`config.mk`:
```
export PLATFORM = sky130hd
export DESIGN_NAME = param_updown_counter
export DESIGN_NICKNAME = d
export VERILOG_FILES = /design/src/rtl/counter_pkg.sv /design/src/rtl/tick_prescaler.sv /design/src/rtl/param_updown_counter.sv
export SDC_FILE = /design/constraint.sdc
export NUM_CORES = 1
export LEC_CHECK = 0
export ABC_AREA = 1
export BUFFER_PORTS_ARGS = -buffer_cell sky130_fd_sc_hd__buf_2
export CORE_AREA = 2 2 39 41
export CTS_BUF_LIST = sky130_fd_sc_hd__clkbuf_16
export CTS_CLUSTER_SIZE = 8
export DETAILED_ROUTE_END_ITERATION = 8
export DIE_AREA = 0 0 41 43
export HOLD_SLACK_MARGIN = 0.02
export PLACE_DENSITY = 0.67
export SETUP_SLACK_MARGIN = 0.1
export SLEW_MARGIN = 10
export SYNTH_ARGS = -nofsm -noshare
export SYNTH_HDL_FRONTEND = slang
export SYNTH_HIERARCHICAL = 1
export SYNTH_SLANG_ARGS = --single-unit
export TNS_END_PERCENT = 1
```
`constraint.sdc`:
```
create_clock -name iClk -period 2.6 [get_ports iClk]
set_clock_uncertainty 0.2 [all_clocks]
set_input_delay 0.39 -clock iClk [delete_from_list [all_inputs] [get_ports iClk]]
set_output_delay 0.39 -clock iClk [all_outputs]
set_load 0.05 [all_outputs]
```
`src/rtl/counter_pkg.sv`:
```
// counter_pkg: shared encodings and helpers for the counter/timing blocks.
//   DIR_UP / DIR_DOWN    : values of the direction input
//   MODE_WRAP / MODE_SAT : values of the saturate-mode input
//   clog2()              : bit width needed to hold 0..v-1, for sizing counters
package counter_pkg;

  localparam logic DIR_UP    = 1'b1;
  localparam logic DIR_DOWN  = 1'b0;
  localparam logic MODE_WRAP = 1'b0;
  localparam logic MODE_SAT  = 1'b1;

  // Returns ceil(log2(v)), with a floor of 1 so callers always get a legal width.
  function automatic int clog2(input longint unsigned v);
    int              r;
    longint unsigned x;
    r = 0;
    x = (v > 0) ? v - 1 : 0;
    while (x > 0) begin
      r++;
      x = x >> 1;
    end
    return (r < 1) ? 1 : r;
  endfunction

endpackage

```
`src/rtl/tick_prescaler.sv`:
```
// tick_prescaler: divides enabled clocks into one tick every PRESCALE of them.
//   iClk  : clock, rising edge
//   iRst  : synchronous active-high reset, phase -> 0
//   iEn   : advance enable; phase holds while low
//   iClr  : synchronous phase clear (e.g. on a parallel load)
//   oTick : iEn && phase == PRESCALE-1 (combinational, for the owning block)
module tick_prescaler
  import counter_pkg::*;
#(
  parameter int PRESCALE = 1
) (
  input  logic iClk,
  input  logic iRst,
  input  logic iEn,
  input  logic iClr,
  output logic oTick
);

  generate
    if (PRESCALE < 1) begin : g_bad_prescale
      $error("tick_prescaler: PRESCALE must be >= 1 (got %0d)", PRESCALE);
    end else if (PRESCALE == 1) begin : g_bypass
      // Every enabled clock is a tick; no state is needed.
      logic unused_ins;
      assign unused_ins = ^{iClk, iRst, iClr};
      assign oTick      = iEn;
    end else begin : g_div
      localparam int            PW   = clog2(longint'(PRESCALE));
      localparam logic [PW-1:0] LAST = PW'(PRESCALE - 1);

      logic [PW-1:0] phase;

      always_ff @(posedge iClk) begin
        if (iRst || iClr)  phase <= '0;
        else if (iEn)      phase <= (phase == LAST) ? '0 : phase + 1'b1;
      end

      assign oTick = iEn && (phase == LAST);
    end
  endgenerate

endmodule

```
`src/rtl/param_updown_counter.sv`:
```
// param_updown_counter: general-purpose up/down event counter over 0..MAX_VAL.
//   iClk      : clock, rising edge
//   iRst      : synchronous active-high reset (overrides everything)
//   iEn       : count enable, also gates the prescaler
//   iDir      : 1 = up, 0 = down
//   iSat      : 1 = saturate at the range ends, 0 = wrap around
//   iLoad     : synchronous parallel load (beats counting, ignores iEn)
//   iLoadVal  : load value, clamped to MAX_VAL
//   iClrWrap  : clears oWrap (a same-cycle wrap event wins)
//   oCount    : registered count
//   oTc       : registered one-cycle pulse after a tick taken at the terminal value
//   oWrap     : registered sticky wrap flag
module param_updown_counter
  import counter_pkg::*;
#(
  parameter int              WIDTH    = 4,
  parameter longint unsigned MAX_VAL  = 9,
  parameter int              PRESCALE = 1
) (
  input  logic             iClk,
  input  logic             iRst,
  input  logic             iEn,
  input  logic             iDir,
  input  logic             iSat,
  input  logic             iLoad,
  input  logic [WIDTH-1:0] iLoadVal,
  input  logic             iClrWrap,
  output logic [WIDTH-1:0] oCount,
  output logic             oTc,
  output logic             oWrap
);

  generate
    if (WIDTH < 1 || WIDTH > 32) begin : g_bad_width
      $error("param_updown_counter: WIDTH must be 1..32 (got %0d)", WIDTH);
    end
    if (MAX_VAL < 1 || MAX_VAL > ((64'd1 << WIDTH) - 64'd1)) begin : g_bad_max
      $error("param_updown_counter: MAX_VAL %0d outside 1..2^WIDTH-1", MAX_VAL);
    end
    if (PRESCALE < 1) begin : g_bad_prescale
      $error("param_updown_counter: PRESCALE must be >= 1 (got %0d)", PRESCALE);
    end
  endgenerate

  localparam logic [WIDTH-1:0] MAX_C = WIDTH'(MAX_VAL);

  logic             tick;
  logic             step;
  logic             at_term;
  logic             wrap_evt;
  logic [WIDTH-1:0] count_q;
  logic [WIDTH-1:0] count_d;
  logic             tc_q;
  logic             wrap_q;

  // Load clears the phase so a count always begins a full PRESCALE period
  // after the load edge.
  tick_prescaler #(
    .PRESCALE (PRESCALE)
  ) u_presc (
    .iClk  (iClk),
    .iRst  (iRst),
    .iEn   (iEn),
    .iClr  (iLoad),
    .oTick (tick)
  );

  // A prescaler tick landing on a load edge is swallowed: load has priority.
  assign step     = tick && !iLoad;
  assign at_term  = (iDir == DIR_UP) ? (count_q == MAX_C) : (count_q == '0);
  assign wrap_evt = step && at_term && (iSat == MODE_WRAP);

  always_comb begin
    count_d = count_q;
    if (iLoad) begin
      count_d = (iLoadVal > MAX_C) ? MAX_C : iLoadVal;
    end else if (step) begin
      if (at_term) begin
        if (iSat == MODE_WRAP) count_d = (iDir == DIR_UP) ? '0 : MAX_C;
      end else begin
        count_d = (iDir == DIR_UP) ? count_q + 1'b1 : count_q - 1'b1;
      end
    end
  end

  always_ff @(posedge iClk) begin
    if (iRst) begin
      count_q <= '0;
      tc_q    <= 1'b0;
      wrap_q  <= 1'b0;
    end else begin
      count_q <= count_d;
      // tc fires on every terminal tick, including repeated saturated ones.
      tc_q    <= step && at_term;
      // Set beats clear; load leaves the flag alone.
      wrap_q  <= wrap_evt || (wrap_q && !iClrWrap);
    end
  end

  assign oCount = count_q;
  assign oTc    = tc_q;
  assign oWrap  = wrap_q;

endmodule
```
# ---- After elaboration in Yosys (flattened, before gate mapping)
# Index checks and enable logic that the tools add are counted.
dict set report classes {
  add_sub_neg 2
  magnitude_cmp 1
  n_eq_ne 2
  mux 8
  bitwise 1
  n_reduce_logical 10
}
# operator count
set op_table {}
lappend op_table {{4-bit 2-to-1 mux} 7}
lappend op_table {{4-bit by 1-bit adder with 4-bit output (second input constant)} 1}
lappend op_table {{4-bit equality test (second input constant)} 1}
lappend op_table {{4-bit greater-than comparator (second input constant)} 1}
lappend op_table {{1-bit logical AND} 4}
lappend op_table {{4-bit logical NOT} 1}
lappend op_table {{4-bit by 1-bit subtractor with 4-bit output (second input constant)} 1}
lappend op_table {{3-bit != test (second input constant)} 1}
lappend op_table {{1-bit logical NOT} 2}
lappend op_table {{2-bit AND reduction} 1}
lappend op_table {{2-bit nonzero test} 1}
lappend op_table {{1-bit logical OR} 1}
lappend op_table {{1-bit 2-to-1 mux} 1}
lappend op_table {{1-bit NOT} 1}
dict set report word_totals {
  regBits 6
  out_inout_bits 6
  wordCells 27
}

# ---- Logic depth before layout (Yosys ltp)
# Gate-level depths: netlist of run 1.
dict set report depth {
  word_depth 5
  ltp_mapped 10
  ltp_nobuf 10
}

# ---- By module
# Netlist of run 1, hierarchy kept.
# mod n_inst cells_each area_each_um2 seq_area_each_um2
set modules_own_cells {}
lappend modules_own_cells {param_updown_counter 1 72 446.7 120.1}
lappend modules_own_cells {tick_prescaler 1 1 7.5 0.0}

# ---- Worst setup path after synthesis of run 1
# OpenSTA, ideal clock, no wires.
dict set report synth_timing {
  path_kind {register to register}
  startpoint {reg count_q[2] (netlist: oCount[2])}
  endpoint {reg count_q[3] (netlist: oCount[3])}
  setup_ns 0.115
  t_arrival_ns 1.579
  slack_ns 0.706
  path_stages_with_launch 9
  path_cell_list {dfxtp_1 ha_1 or2_2 nand2_1 nand2_1 nand3_1 nand2_1 nand2_1 a21oi_2}
}
dict set report synth_via {
  elab_chain_cells 5
  elab_cells_between_ends 11
  cone_classes {add/sub (2); eq/ne (2); mux (5); reduce/logical (2)}
}
# element line
set synth_lines {}
lappend synth_lines {{start, declared} param_updown_counter.sv:51} ;# logic [WIDTH-1:0] count_q;
lappend synth_lines {{start signal, assigned} param_updown_counter.sv:92} ;# count_q <= count_d;
lappend synth_lines {{4-bit by 1-bit subtractor with 4-bit output (tied with other cells)} param_updown_counter.sv:81} ;# count_d = (iDir == DIR_UP) ? count_q + 1'b1 : count_q - 1'b1;
lappend synth_lines {{4-bit 2-to-1 mux / 1-bit 2-to-1 mux (equally long branches)} {param_updown_counter.sv:81, param_updown_counter.sv:70}}
lappend synth_lines {{4-bit 2-to-1 mux} param_updown_counter.sv:78} ;# if (at_term) begin
lappend synth_lines {{4-bit 2-to-1 mux} param_updown_counter.sv:77} ;# end else if (step) begin
lappend synth_lines {{4-bit 2-to-1 mux} param_updown_counter.sv:75} ;# if (iLoad) begin
# Several ways; a longest one is shown, not always the timed one. The select of a mux whose other input is x is not followed.
# A chain may end at the register's enable or synchronous reset.

# ---- Final worst setup path of run 1
dict set report layout_timing {
  startpoint {reg count_q[0] (netlist: oCount[0])}
  endpoint {reg count_q[2] (netlist: oCount[2])}
}
# Same word-level chain as after synthesis.

==> flow_metrics.tcl, run 1 <==
set metrics [dict create \
    outcome "finished clean" \
    grt_pass1_vias 411 \
    startpoint "oCount[0]" \
    r2r-end "oCount[2]" \
    syn_nets 87 \
    period_needed_ns 1.637 \
    chipWidth_um 41 \
    pwr_density_cell_mw_per_mm2 757.6 \
    yosysSeqAreaShare 0.2645 \
    die_area_sq_mm 0.001763 \
    viasPerCell 4.654 \
    endpoint_kind "flop" \
    yosysUniqueCellTypes 17 \
    r2r_cells 6 \
    grt_pass1_wl_mm 1.600 \
    drt_iter0_markers 11 \
    layout.nets 107 \
    sw_frac_of_total 0.2859 \
    cp.arrival_ns 1.60 \
    cts_tree "done" \
    drc 0 \
    antenna_found_initial 0 \
    layout_commonest_cell "nand2_1" \
    wl_met2_um 464 \
    final_cell_mix "21 x nand2_1, 16 x buf_2, 13 x nor2_1" \
    comb_power_share 0.243 \
    setup_violations 0 \
    ir_drop_mv 0.6231 \
    endpoint "oCount[2]" \
    period_share 0.6297 \
    clock.fmax_mhz 610.8 \
    critPathMaxStageDelay_ns 0.43 \
    antennaDiodeCount 0 \
    slew_violations 0 \
    drive_gt1_frac 0.2857 \
    routed-wl-met3_um 72 \
    synth-seq-cells 6 \
    cts-htree-levels 1 \
    top_layer "met3" \
    p_clk_frac 0.521 \
    tns_ns 0 \
    crit_family "compound AO/OA/AOI/OAI gates" \
    r2r-start "oCount[0]" \
    cts.sinks 6 \
    critPathRequiredTime_ns 2.56 \
    cts_setup_buffers 0 \
    ys_warn_count 6 \
    yosysTopAreaCell "dfxtp_1" \
    netlist.area_leader.share 0.2645 \
    ant_nets 0 \
    cts_resized 0 \
    coreArea_sq_mm 0.001384 \
    wire_per_inst_um 9.636 \
    final-hold-violation-count 0 \
    crit_cells 6 \
    worstSetupPathType "flop to flop" \
    synth_area_leaders "dfxtp_1 26%, nand2_1 17%, nor2_1 11%" \
    syn_inst 73 \
    syn_avg_cell_area_sq_um 6.222 \
    die_y_um 43 \
    clk_latency_ns 0.22 \
    crit_top_cell "o21ai_0" \
    r2r_slack_ns 0.96 \
    io_buffers 16 \
    start_kind "flop" \
    place.gp.congestion 0.8570 \
    rsz0062_at_grt "no" \
    max_slew_margin 0.8257 \
    critical_path.max_fanout 6 \
    wl_met1_um 494 \
    hold_buffers 0 \
    dr.pass1.iters 4 \
    cts.path.max_buffers 2 \
    rows 14 \
    vias 498 \
    initial_core_util 0.3282 \
    power_leakage_uw 0.0003425 \
    drv_cap 0 \
    synth_area_sq_um 454.2 \
    cts_made_buffers 3 \
    fin_area_sq_um 621.8 \
    hpwl_um 842.9 \
    min_path_type "primary input to flop" \
    p_int_uw 336.4 \
    worst_pin_slew_ns 0.2610 \
    path_clk_slew_ns 0.03 \
    io_pins 17 \
    area_delta_synth_final_pct 36.91 \
    power_frac_seq 0.236 \
    track_usage 0.1381 \
    cp_slowest_cell "fa_1" \
    switching_power_uw 134.7 \
    path_cells "fa_1, a21oi_1, o21ai_0, o21ai_0, o21ai_0, nor2_1" \
    place_area_sq_um 546.8 \
    path_buf_inv 0 \
    grt_remaining_overflow 0 \
    cts_root_buffer "clkbuf_16" \
    grt_start_max_net_pins 8 \
    wl_mm 1.031 \
]
synthesized netlist by cell type, drive strengths merged:
| cell | instances |
|---|---|
| nand2 | 24 |
| nor2 | 13 |
| inv | 9 |
| dfxtp | 6 |
| nand3 | 5 |
| o21ai | 5 |
| a21oi | 3 |
| ha | 2 |
| or2 | 2 |
| a22oi | 1 |
| buf | 1 |
| fa | 1 |
| nand3b | 1 |
per-layer routing:
layer / GRT usage / up-vias
li1: - / 268
met1: 0.1824 / 210
met2: 0.1875 / 20
met3: 0.07853 / 0
met4: 0.04000 / 0
met5: 0 / -
through the flow:
stage / hold WS (ns) / setup WS [ns] / instances / power, uW / util
3_3_place_gp: 0.2599 / 0.7508 / 104 / 225.2 / 0.3951
6_report: 0.1639 / 0.9628 / 107 / 471.1 / 0.4494
5_1_grt: 0.1734 / 0.8398 / 107 / 495.8 / 0.4494
3_5_place_dp: 0.2646 / 0.7352 / 104 / 226.9 / 0.3951
4_1_cts: 0.1635 / 0.9644 / 107 / 475.8 / 0.4494
2_1_floorplan: 0.2524 / 0.7060 / 73 / 197.0 / -
state kept, by name, indices dropped and copies added (netlist names):
name / flops
oCount: 4
oWrap: 1
oTc: 1
power groups by stage:
stage               logic [uW]  clock network [uW]  registers [uW]
global route               129                 254             113
detailed placement         114                   0             113
global placement           113                   0             112
finish                     114                 245             111
floorplan                 59.4                   0             138
CTS                        115                 250             111
worst min-delay path by stage:
stage | endpoint | slack (ns) | from | depth (start not counted)
finish | oCount[3] | 0.16 | iRst | 2
global route | oCount[3] | 0.17 | iRst | 2
CTS | oCount[3] | 0.16 | iRst | 2
detailed placement | oWrap | 0.26 | oWrap | 2
global placement | oWrap | 0.26 | oWrap | 2
floorplan | oCount[3] | 0.25 | iRst | 1
final cells by class:
cell class                 instances  area, sq um
timing repair buffer              16        80.08
inverter                           9        33.78
clock buffer                       3        75.07
tap                               16        20.02
fill                             155        762.0
sequential                         6        120.1
multi-input combinational         57        292.8
cells by family after synthesis:
group,count (synthesis),share of synthesized area
buffers and inverters,10,0.09091
AOI/OAI and AO/OA,9,0.1129
adders and majority gates,3,0.09917
and+or+nand+nor,45,0.4325
DFF,6,0.2645
(Power assumes the default switching activity.)
==> run 2: changes to the inputs <==
- clock period: 2.6 -> 1.65 ns (I/O delays scaled with it)
==> run 2 against run 1 <==
- register-to-register slack lost 0.76 ns
- utilization grew 4.0 points
- worst hold slack lost 0.085 ns
- die area is the same
- count of clock-buffer cells in the layout is the same
- highest routed layer is now met4
==> flow_metrics.tcl, run 2 (synthesized netlist as in run 1, its figures left out) <==
set metrics [dict create \
    io_buffers 16 \
    endpoint_kind "flop" \
    place.gp.congestion 0.7357 \
    use_met2 0.2313 \
    hpwl_um 827.1 \
    nFillCells 132 \
    holdPathEnd "oWrap" \
    critical_path.max_fanout 4 \
    critPathRequiredTime_ns 1.57 \
    initial_core_util 0.3282 \
    cp.arrival_ns 1.37 \
    grt_pass1_vias 452 \
    area_delta_synth_final_pct 49.04 \
    min_path_type "primary input to flop" \
    r2r-start "oCount[2]" \
    cts_setup_buffers 0 \
    clk_latency_ns 0.23 \
    final-hold-violation-count 0 \
    cts.path.max_buffers 2 \
    place_area_sq_um 581.8 \
    ir_drop_mv 0.6856 \
    antennaDiodeCount 0 \
    chipWidth_um 41 \
    period_share 0.8796 \
    tns_ns 0 \
    placedCellCount 105 \
    register_area_sq_um 132.6 \
    multiInputGateArea_sq_um 314.1 \
    worst_pin_slew_ns 0.2492 \
    die_area_sq_mm 0.001763 \
    worstSetupPathType "flop to flop" \
    coreArea_sq_mm 0.001384 \
    r2r_slack_ns 0.20 \
    drv_cap 0 \
    cts_made_buffers 3 \
    grt_pass1_wl_mm 1.773 \
    cts_tree "done" \
    drive_gt1_frac 0.3617 \
    hold_depth 3 \
    fin_area_sq_um 676.9 \
    hp-start "iClrWrap" \
    final_cell_mix "21 x nand2_1, 16 x buf_2, 13 x nor2_1" \
    viasPerCell 4.655 \
    grt_use_met1 0.1753 \
    pwr_density_cell_mw_per_mm2 1156 \
    cts-htree-levels 1 \
    grt_remaining_overflow 0 \
    cts.sinks 6 \
    fin_cells 110 \
    wl_mm 1.090 \
    ant_nets 0 \
    grt_busiest_layer "met2" \
    rsz0062_at_grt "yes" \
    antenna_found_initial 0 \
    path_clk_slew_ns 0.04 \
    die_y_um 43 \
    clock.fmax_mhz 689.0 \
    slew_violations 0 \
    setup_violations 0 \
    grt_start_max_net_pins 8 \
    wire_per_inst_um 9.909 \
    drc 0 \
    met3_usage 0.09424 \
    r2r_cells 8 \
    drt_iter0_markers 2 \
    dr.pass1.iters 2 \
    period_needed_ns 1.451 \
    r2r-end "oCount[3]" \
    max_slew_margin 0.8350 \
    vias 512 \
    layout.nets 109 \
    outcome "finished clean" \
    track_usage 0.1561 \
    largest_reg_flops 4 \
    timing.hold.ws_ns 0.07920 \
    rows 14 \
    cts_root_buffer "clkbuf_16" \
    power_leakage_uw 0.0003578 \
    layout_commonest_cell "nand2_1" \
    start_kind "flop" \
    io_pins 17 \
]
## run 2: cell types whose count changed in the layout (fill, tap and decap cells not counted), sizes merged
cell         change
dlygate4sd3      +1
inv              +1
buf              +1
## run 2: layout make-up
cell class,instances,share of cell area
multi-input cells,57,0.4640
flip-flops and latches,6,0.1959
repair buffers,18,0.1442
clock buffers,3,0.1109
inverters,9,0.04991
well taps,16,0.02957
clock inverters,1,0.005545
## run 2: per-layer routing
metal | wire length (um) | vias up
met5 | 0 | -
met4 | 10 | 0
met3 | 59 | 2
met2 | 537 | 11
met1 | 482 | 228
li1 | - | 271
## run 2: worst max-delay path by stage
stage,slack [ns],cells after the start,end,start
final,0.20,8,oCount[3],oCount[2]
after global placement,0.03,8,oCount[2],iDir
after global routing,0.09,8,oCount[3],oCount[2]
after detailed placement,-0.01,8,oCount[2],iDir
after floorplan,0.1,6,oCount[2],oCount[0]
after CTS,0.14,6,oCount[2],oCount[0]
## run 2: power by group
part	total (uW)	internal [uW]	switching, uW
clock	405	315	90.4
sequential	180	161	19.3
combinational	197	73.8	123
## run 2: stage by stage
stage	util	power, uW	worst slack [ns]
3_3_place_gp	0.4204	365.5	0.03073
2_1_floorplan	-	321.0	0.09626
3_5_place_dp	0.4204	368.8	-0.01049
6_report	0.4892	782.4	0.1986
4_1_cts	0.4864	782.4	0.1373
5_1_grt	0.4892	832.1	0.09207
## run 2: what timing repair did
action / CTS / global route
pin swaps: 0 / 3
gates resized for setup: 2 / 3
hold endpoints to repair: 1 / 0
hold buffers: 1 / 0
setup endpoints to repair: 1 / 1
## run 2: critical path: stages, from the launching register on
cell and delay (ns):
dfxtp_4 0.35, ha_4 0.25, or2_4 0.23, nand2_1 0.05, nand2_1 0.05, nand3_1 0.06
nand2_1 0.05, nand2_1 0.06, a21oi_2 0.05
